$ cat config.mk
export PLATFORM = sky130hd
export DESIGN_NAME = unidad_aritmetica_seq_flat
export DESIGN_NICKNAME = d
export VERILOG_FILES = /design/src/rtl/unidad_aritmetica_seq_pkg.sv /design/src/rtl/unidad_aritmetica_seq_if.sv /design/src/rtl/unidad_aritmetica_seq_mul.sv /design/src/rtl/unidad_aritmetica_seq.sv /design/src/flat_wrapper.sv
export SDC_FILE = /design/constraint.sdc
export NUM_CORES = 1
export LEC_CHECK = 0
export CAP_MARGIN = 20
export CORE_MARGIN = 5
export CORE_UTILIZATION = 55
export DETAILED_ROUTE_END_ITERATION = 10
export HOLD_SLACK_MARGIN = 0.02
export PLACE_DENSITY_LB_ADDON = 0.08
export SLEW_MARGIN = 25
export SYNTH_ARGS = -nofsm -noshare
export SYNTH_HDL_FRONTEND = slang
export SYNTH_SLANG_ARGS = --single-unit
$ cat constraint.sdc
create_clock -name iClk -period 5.06 [get_ports iClk]
set_clock_uncertainty 0.1 [all_clocks]
set_input_delay 0.759 -clock iClk [delete_from_list [all_inputs] [get_ports iClk]]
set_output_delay 0.759 -clock iClk [all_outputs]
set_load 0.03 [all_outputs]
$ cat src/rtl/unidad_aritmetica_seq_pkg.sv
// Shared definitions for the registered ALU: opcodes, status bit positions and FSM states.
package alu_pkg;

  localparam logic [3:0] OP_SUB  = 4'd0;
  localparam logic [3:0] OP_AND  = 4'd1;
  localparam logic [3:0] OP_OR   = 4'd2;
  localparam logic [3:0] OP_NOT  = 4'd3;
  localparam logic [3:0] OP_XOR  = 4'd4;
  localparam logic [3:0] OP_NOTA = 4'd5;
  localparam logic [3:0] OP_NEG  = 4'd6;
  localparam logic [3:0] OP_ASL  = 4'd7;
  localparam logic [3:0] OP_ASR  = 4'd8;
  localparam logic [3:0] OP_LSL  = 4'd9;
  localparam logic [3:0] OP_LSR  = 4'd10;
  localparam logic [3:0] OP_ROL  = 4'd11;
  localparam logic [3:0] OP_ROR  = 4'd12;
  localparam logic [3:0] OP_ADD  = 4'd13;
  localparam logic [3:0] OP_MUL  = 4'd14;
  localparam logic [3:0] OP_RSVD = 4'd15;

  localparam int ST_Z = 4;
  localparam int ST_N = 3;
  localparam int ST_C = 2;
  localparam int ST_V = 1;
  localparam int ST_P = 0;

  // A zero result has Z set and even parity.
  localparam logic [4:0] STATUS_RESET = 5'b10001;

  typedef enum logic {
    S_IDLE = 1'b0,
    S_MUL  = 1'b1
  } state_e;

  function automatic logic [4:0] pack_status(input logic z, input logic n, input logic c,
                                             input logic v, input logic p);
    logic [4:0] s;
    s       = '0;
    s[ST_Z] = z;
    s[ST_N] = n;
    s[ST_C] = c;
    s[ST_V] = v;
    s[ST_P] = p;
    return s;
  endfunction

endpackage

$ cat src/rtl/unidad_aritmetica_seq_if.sv
// Start/done request bus of the registered ALU; the datapath side uses the slave modport.
interface unidad_aritmetica_seq_if #(
  parameter int WIDTH = 8
);
  logic             iStart;
  logic [3:0]       iOp;
  logic [WIDTH-1:0] iA;
  logic [WIDTH-1:0] iB;
  logic             oBusy;
  logic             oDone;
  logic [WIDTH-1:0] oR;
  logic [WIDTH-1:0] oRHi;
  logic [4:0]       oStatus;

  modport master (
    output iStart, iOp, iA, iB,
    input  oBusy, oDone, oR, oRHi, oStatus
  );

  modport slave (
    input  iStart, iOp, iA, iB,
    output oBusy, oDone, oR, oRHi, oStatus
  );
endinterface

$ cat src/rtl/unidad_aritmetica_seq_mul.sv
// Iterative shift-add unsigned multiplier: one multiplier bit per cycle, WIDTH cycles per product.
module alu_mul_iter #(
  parameter int WIDTH = 8
) (
  input  logic               iClk,
  input  logic               iRst_n,
  input  logic               load,
  input  logic [WIDTH-1:0]   a,
  input  logic [WIDTH-1:0]   b,
  output logic               busy,
  output logic               last,
  output logic [2*WIDTH-1:0] product
);

  localparam int CW = $clog2(WIDTH);
  localparam logic [CW-1:0] CNT_LAST = CW'(WIDTH - 1);

  logic [2*WIDTH-1:0] mcand_q, mcand_d;
  logic [2*WIDTH-1:0] acc_q, acc_d;
  logic [WIDTH-1:0]   mplier_q, mplier_d;
  logic [CW-1:0]      cnt_q, cnt_d;
  logic               busy_q, busy_d;
  logic [2*WIDTH-1:0] step_acc;

  // The step result is exported so the final partial product can be captured on the same edge.
  always_comb begin
    step_acc = acc_q + (mplier_q[0] ? mcand_q : '0);
    mcand_d  = mcand_q;
    acc_d    = acc_q;
    mplier_d = mplier_q;
    cnt_d    = cnt_q;
    busy_d   = busy_q;
    if (load) begin
      mcand_d  = {{WIDTH{1'b0}}, a};
      mplier_d = b;
      acc_d    = '0;
      cnt_d    = '0;
      busy_d   = 1'b1;
    end else if (busy_q) begin
      acc_d    = step_acc;
      mcand_d  = mcand_q << 1;
      mplier_d = mplier_q >> 1;
      cnt_d    = cnt_q + 1'b1;
      if (cnt_q == CNT_LAST) begin
        busy_d = 1'b0;
      end
    end
  end

  always_ff @(posedge iClk or negedge iRst_n) begin
    if (!iRst_n) begin
      mcand_q  <= '0;
      acc_q    <= '0;
      mplier_q <= '0;
      cnt_q    <= '0;
      busy_q   <= 1'b0;
    end else begin
      mcand_q  <= mcand_d;
      acc_q    <= acc_d;
      mplier_q <= mplier_d;
      cnt_q    <= cnt_d;
      busy_q   <= busy_d;
    end
  end

  assign busy    = busy_q;
  assign last    = busy_q && (cnt_q == CNT_LAST);
  assign product = step_acc;

endmodule

$ cat src/rtl/unidad_aritmetica_seq.sv
// Registered parametrised ALU: single-cycle ops with a one-cycle done pulse, plus an iterative multiply.
module unidad_aritmetica_seq
  import alu_pkg::*;
#(
  parameter int WIDTH = 8
) (
  input logic                    iClk,
  input logic                    iRst_n,
  unidad_aritmetica_seq_if.slave bus
);

  localparam int SHW = $clog2(WIDTH);
  localparam int MSB = WIDTH - 1;

  logic [WIDTH-1:0]   op_a, op_b;
  logic [SHW-1:0]     sh_n;
  logic [WIDTH:0]     add_w, sub_w, shl_w, shr_w;
  logic [2*WIDTH-1:0] rol_w, ror_w;
  logic [WIDTH-1:0]   asr_r, asl_back;
  logic [WIDTH-1:0]   alu_r;
  logic               alu_c, alu_v;
  logic [4:0]         alu_status, mul_status;

  logic               mul_load, mul_busy, mul_last;
  logic [2*WIDTH-1:0] mul_prod;

  state_e             state_q, state_d;
  logic               done_q, done_d;
  logic [WIDTH-1:0]   r_q, r_d;
  logic [WIDTH-1:0]   rhi_q, rhi_d;
  logic [4:0]         status_q, status_d;

  assign op_a = bus.iA;
  assign op_b = bus.iB;
  assign sh_n = op_b[SHW-1:0];

  // Widened shifts expose the last bit shifted out at the extra position; zero when n is 0.
  always_comb begin
    add_w    = {1'b0, op_a} + {1'b0, op_b};
    sub_w    = {1'b0, op_a} - {1'b0, op_b};
    shl_w    = {1'b0, op_a} << sh_n;
    shr_w    = {op_a, 1'b0} >> sh_n;
    rol_w    = {op_a, op_a} << sh_n;
    ror_w    = {op_a, op_a} >> sh_n;
    asr_r    = $signed(op_a) >>> sh_n;
    asl_back = $signed(shl_w[WIDTH-1:0]) >>> sh_n;
    alu_r    = '0;
    alu_c    = 1'b0;
    alu_v    = 1'b0;
    case (bus.iOp)
      OP_SUB: begin
        alu_r = sub_w[WIDTH-1:0];
        alu_c = sub_w[WIDTH];
        alu_v = (op_a[MSB] != op_b[MSB]) && (alu_r[MSB] != op_a[MSB]);
      end
      OP_AND:  alu_r = op_a & op_b;
      OP_OR:   alu_r = op_a | op_b;
      OP_NOT:  alu_r = ~op_a;
      OP_XOR:  alu_r = op_a ^ op_b;
      OP_NOTA: alu_r = ~op_a;
      OP_NEG:  alu_r = ~op_a + 1'b1;
      OP_ASL: begin
        alu_r = shl_w[WIDTH-1:0];
        alu_c = shl_w[WIDTH];
        alu_v = (asl_back != op_a);
      end
      OP_ASR: begin
        alu_r = asr_r;
        alu_c = shr_w[0];
      end
      OP_LSL: begin
        alu_r = shl_w[WIDTH-1:0];
        alu_c = shl_w[WIDTH];
      end
      OP_LSR: begin
        alu_r = shr_w[WIDTH:1];
        alu_c = shr_w[0];
      end
      OP_ROL: begin
        alu_r = rol_w[2*WIDTH-1:WIDTH];
        alu_c = (sh_n != '0) && alu_r[0];
      end
      OP_ROR: begin
        alu_r = ror_w[WIDTH-1:0];
        alu_c = (sh_n != '0) && alu_r[MSB];
      end
      OP_ADD: begin
        alu_r = add_w[WIDTH-1:0];
        alu_c = add_w[WIDTH];
        alu_v = (op_a[MSB] == op_b[MSB]) && (alu_r[MSB] != op_a[MSB]);
      end
      OP_MUL:  alu_r = '0;
      OP_RSVD: alu_r = '0;
      default: alu_r = '0;
    endcase
    alu_status = pack_status(alu_r == '0, alu_r[MSB], alu_c, alu_v, ~^alu_r);
    mul_status = pack_status(mul_prod == '0, mul_prod[2*WIDTH-1],
                             |mul_prod[2*WIDTH-1:WIDTH], 1'b0, ~^mul_prod);
  end

  assign mul_load = (state_q == S_IDLE) && bus.iStart && (bus.iOp == OP_MUL);

  alu_mul_iter #(
    .WIDTH(WIDTH)
  ) u_mul (
    .iClk    (iClk),
    .iRst_n  (iRst_n),
    .load    (mul_load),
    .a       (op_a),
    .b       (op_b),
    .busy    (mul_busy),
    .last    (mul_last),
    .product (mul_prod)
  );

  // Requests arriving while a multiply runs are dropped, including on its final cycle.
  always_comb begin
    state_d  = state_q;
    done_d   = 1'b0;
    r_d      = r_q;
    rhi_d    = rhi_q;
    status_d = status_q;
    case (state_q)
      S_IDLE: begin
        if (bus.iStart) begin
          if (bus.iOp == OP_MUL) begin
            state_d = S_MUL;
          end else begin
            r_d      = alu_r;
            rhi_d    = '0;
            status_d = alu_status;
            done_d   = 1'b1;
          end
        end
      end
      S_MUL: begin
        if (mul_last) begin
          r_d      = mul_prod[WIDTH-1:0];
          rhi_d    = mul_prod[2*WIDTH-1:WIDTH];
          status_d = mul_status;
          done_d   = 1'b1;
          state_d  = S_IDLE;
        end
      end
      default: state_d = S_IDLE;
    endcase
  end

  always_ff @(posedge iClk or negedge iRst_n) begin
    if (!iRst_n) begin
      state_q  <= S_IDLE;
      done_q   <= 1'b0;
      r_q      <= '0;
      rhi_q    <= '0;
      status_q <= STATUS_RESET;
    end else begin
      state_q  <= state_d;
      done_q   <= done_d;
      r_q      <= r_d;
      rhi_q    <= rhi_d;
      status_q <= status_d;
    end
  end

  assign bus.oBusy   = mul_busy;
  assign bus.oDone   = done_q;
  assign bus.oR      = r_q;
  assign bus.oRHi    = rhi_q;
  assign bus.oStatus = status_q;

endmodule

$ cat src/flat_wrapper.sv
// flat-port wrapper written by rule: the top's interface ports become plain ports
module unidad_aritmetica_seq_flat import alu_pkg::*;
#(
  parameter int WIDTH = 8
)
  (iClk, iRst_n, bus_iStart, bus_iOp, bus_iA, bus_iB, bus_oBusy, bus_oDone, bus_oR, bus_oRHi, bus_oStatus);
  unidad_aritmetica_seq_if #(.WIDTH(WIDTH)) bus_i ();
  input logic iClk;
  input logic iRst_n;
  input wire logic [$bits(bus_i.iStart)-1:0] bus_iStart;
  input wire logic [$bits(bus_i.iOp)-1:0] bus_iOp;
  input wire logic [$bits(bus_i.iA)-1:0] bus_iA;
  input wire logic [$bits(bus_i.iB)-1:0] bus_iB;
  output wire logic [$bits(bus_i.oBusy)-1:0] bus_oBusy;
  output wire logic [$bits(bus_i.oDone)-1:0] bus_oDone;
  output wire logic [$bits(bus_i.oR)-1:0] bus_oR;
  output wire logic [$bits(bus_i.oRHi)-1:0] bus_oRHi;
  output wire logic [$bits(bus_i.oStatus)-1:0] bus_oStatus;
  assign bus_i.iStart = bus_iStart;
  assign bus_i.iOp = bus_iOp;
  assign bus_i.iA = bus_iA;
  assign bus_i.iB = bus_iB;
  assign bus_oBusy = bus_i.oBusy;
  assign bus_oDone = bus_i.oDone;
  assign bus_oR = bus_i.oR;
  assign bus_oRHi = bus_i.oRHi;
  assign bus_oStatus = bus_i.oStatus;
  unidad_aritmetica_seq #(.WIDTH(WIDTH)) u_core (.iClk(iClk), .iRst_n(iRst_n), .bus(bus_i));
endmodule
==> results.sh <==
export IMPL_outcome="finished, final reports clean"
export IMPL_clock_latency_ps=340
export IMPL_chipWidth_um=118.8
export IMPL_place_congestion=1.076
export IMPL_setup_violations=0
export IMPL_busiest_layer="met2"
export IMPL_die_area_um2=14110
export IMPL_path_buf_inv=2
export IMPL_wire_per_inst_um=21.33
export IMPL_p_leak_uw=0.003325
export IMPL_cts_sinks=67
export IMPL_startpoint_type="flip-flop"
export IMPL_cp_top_family="XOR/XNOR gates"
export IMPL_n_antenna_cell=0
export IMPL_crit_start="u_core.u_mul.mplier_q[0]"
export IMPL_clockBufferDepth=2
export IMPL_drc=0
export IMPL_vias_per_cell=6.359
export IMPL_grt_start_max_net_pins=45
export IMPL_max_freq_mhz=218.9
export IMPL_grt_pass1_vias=6473
export IMPL_synth_nets=902
export IMPL_syn_area_um2=6510
export IMPL_drtIter0Drc=718
export IMPL_hold_viol=0
export IMPL_slowest_stage="dfrtp_1"
export IMPL_min_path_type="in2async"
export IMPL_avgSynthCellArea_um2=7.910
export IMPL_cts_setup_buffers=0
export IMPL_syn_inst=823
export IMPL_cp_data_arrival_time_ps=4750
export IMPL_start_util_pct=56.53
export IMPL_yosysTopAreaCell="dfrtp_1"
export IMPL_antenna_found_initial=0
export IMPL_cts_htree_levels=3
export IMPL_rows=39
export IMPL_grt_ovfl_total=0
export IMPL_drv_cap=0
export IMPL_max_slew_worst_pin_slew_ps=893.8
export IMPL_use_met2_pct=51.94
export IMPL_hold_slack_ps=339.3
export IMPL_cts_hold_buf=0
export IMPL_synth_seq_area_share_pct=25.79
export IMPL_critPathMaxFanout=17
export IMPL_fin_ws_ps=491.3
export IMPL_ant_nets=0
export IMPL_crit_chain="and2_1, ha_1, inv_1, fa_1, nor2b_4, o21ai_0, a21oi_1, inv_1, ha_1, xnor2_1, xnor2_1, xnor2_1, xnor2_1, xnor2_1, xnor2_1, xnor3_1, or3_1, nand3_1"
export IMPL_rsz0062_at_grt="no"
export IMPL_cp_common_cell="xnor2_1"
export IMPL_layout_cells_non_filler=1012
export IMPL_ys_ff_latch=67
export IMPL_io_buffers=45
export IMPL_crit_type="reg2reg"
export IMPL_grt_pass1_wl_mm=34.74
export IMPL_synth_async_reset_ratio_pct=100.0
export IMPL_r2r_cells=18
export IMPL_routed_wl_mm=21.58
export IMPL_cts_tree="built"
export IMPL_slew_viol_final=0
export IMPL_drt_pre_antenna_iters=6
export IMPL_placedCellCount=996
export IMPL_netlist_cell_type_count=72
export IMPL_yosysMostFrequentCell="nor2_1"
export IMPL_post_cts_resized=0
export IMPL_drive_gt1_share_pct=8.516
export IMPL_synthFlopType="dfrtp_1"
export IMPL_fin_setup_tns_ps=0
export IMPL_core_um2=11520
export IMPL_synth_top_cells_by_count="nor2_1, nand2_1, dfrtp_1"
export IMPL_io_pins=46
export IMPL_yosysTopAreaCellShare_pct=24.99
export IMPL_final_min_clock_period_ps=4569
export IMPL_r2r_start="u_core.u_mul.mplier_q[0]"
export IMPL_power_density_nw_per_um2=523.8
export IMPL_synth_edf_count=0
export IMPL_slowest_delay_ps=660
export IMPL_cts_buffers=9
export IMPL_nets=943
export IMPL_fin_util_pct=65.55
export IMPL_vias=6435
export IMPL_cp_required_ps=5240
export IMPL_track_usage_pct=30.63
export IMPL_dpl_hpwl_mm=16.34
export IMPL_slew_headroom_pct=38.87
export IMPL_syn2layout_area_growth_pct=15.95
export IMPL_r2r_end="u_core.bus.oStatus[0]"
export IMPL_synth_area_leaders="dfrtp_1, ha_1, mux2i_1"
export IMPL_crit_path_end_kind="flip-flop"
export IMPL_gr_usage_met1_pct=37.79
export IMPL_post_place_ws_ps=303.5
export IMPL_clk_pin_slew_ps=60
export IMPL_root_buffer="clkbuf_16"
export IMPL_die_y_um=118.8
export IMPL_rrSetupSlack_ps=490
export IMPL_irDropWorstVdd_uv=349.8
export IMPL_ys_warn_count=0
export IMPL_period_share_pct=90.29
export IMPL_grt_use_met3_pct=4.632
## kinds of logic (layout without fill, tap and decap cells)
| kind of cell | Yosys count | in the layout | synth area share [%] |
|---|---|---|---|
| fa+ha+maj | 56 | 56 | 11.11 |
| mux | 58 | 58 | 8.995 |
| simple gates | 281 | 281 | 19.85 |
| flops | 67 | 67 | 25.79 |
| compound gates | 231 | 231 | 23.31 |
| xor+xnor | 40 | 40 | 5.593 |
| buf+inv | 90 | 136 | 5.343 |
## layout by cell type (no fill, tap or decap), drive strengths merged, types with 36 or more instances in the layout
cell type      count
o21ai             62
clkdlybuf4s50     44
inv               38
ha                53
dfrtp             65
a21oi             63
nand2             85
buf               36
mux2i             54
nor2              90
## routing by layer
metal  routed length [um]  share of wire, %  up-vias
met3                 1403               6.5       74
li1                     -                 -     2995
met4                 1093               5.1        0
met5                    0                 0        -
met1                 8807                41     3072
met2                10280                48      294
## report_power, final
group          internal, uW  switching, uW  total (uW)
logic                  1050           1250        2300
clock network           482            244         726
registers               756            173         929
## sequential cells by signal (all words and copies together), names as in the netlist
signal                 cells
u_core.u_mul.cnt_q         3
u_core.u_mul.busy          1
u_core.bus.oR              8
u_core.bus.oStatus         5
u_core.state_q             1
u_core.u_mul.mcand_q      16
u_core.u_mul.acc_q        16
u_core.u_mul.mplier_q      8
u_core.bus.oRHi            8
u_core.bus.oDone           1
## worst register-to-register path: stages, from the launching register on
cell and delay [ps]:
dfrtp_1 660, and2_1 220, ha_1 210, inv_1 70, fa_1 440, nor2b_4 160, o21ai_0 80, a21oi_1 290
inv_1 80, ha_1 310, xnor2_1 130, xnor2_1 210, xnor2_1 200, xnor2_1 180, xnor2_1 170, xnor2_1 150
xnor3_1 420, or3_1 330, nand3_1 100
## worst max-delay path by stage
stage | end | cells past startpoint | slack (ps)
after floorplan | u_core.bus.oStatus[0] | 19 | 1130
after global placement | u_core.bus.oStatus[0] | 17 | 290
after detailed placement | u_core.bus.oStatus[0] | 17 | 300
after CTS | u_core.bus.oStatus[0] | 18 | 520
after global routing | u_core.bus.oStatus[0] | 18 | 240
final | u_core.bus.oStatus[0] | 18 | 490
## final cells by class
cell class	instances	area, um2
well taps	143	178.9
clock inverters	6	113.9
clock buffers	10	229.0
flip-flops and latches	67	1680
multi-input cells	666	4488
repair buffers	80	708.2
inverters	40	150.1
fillers	984	3968
## stage by stage
stage / power, uW / instance area [um2]
2_1_floorplan: 2587 / 6510
3_3_place_gp: 3105 / 7206
3_5_place_dp: 3183 / 7206
4_1_cts: 3936 / 7548
5_1_grt: 4203 / 7548
6_report: 3954 / 7548
No activity file was read; power rests on OpenSTA's default activity.
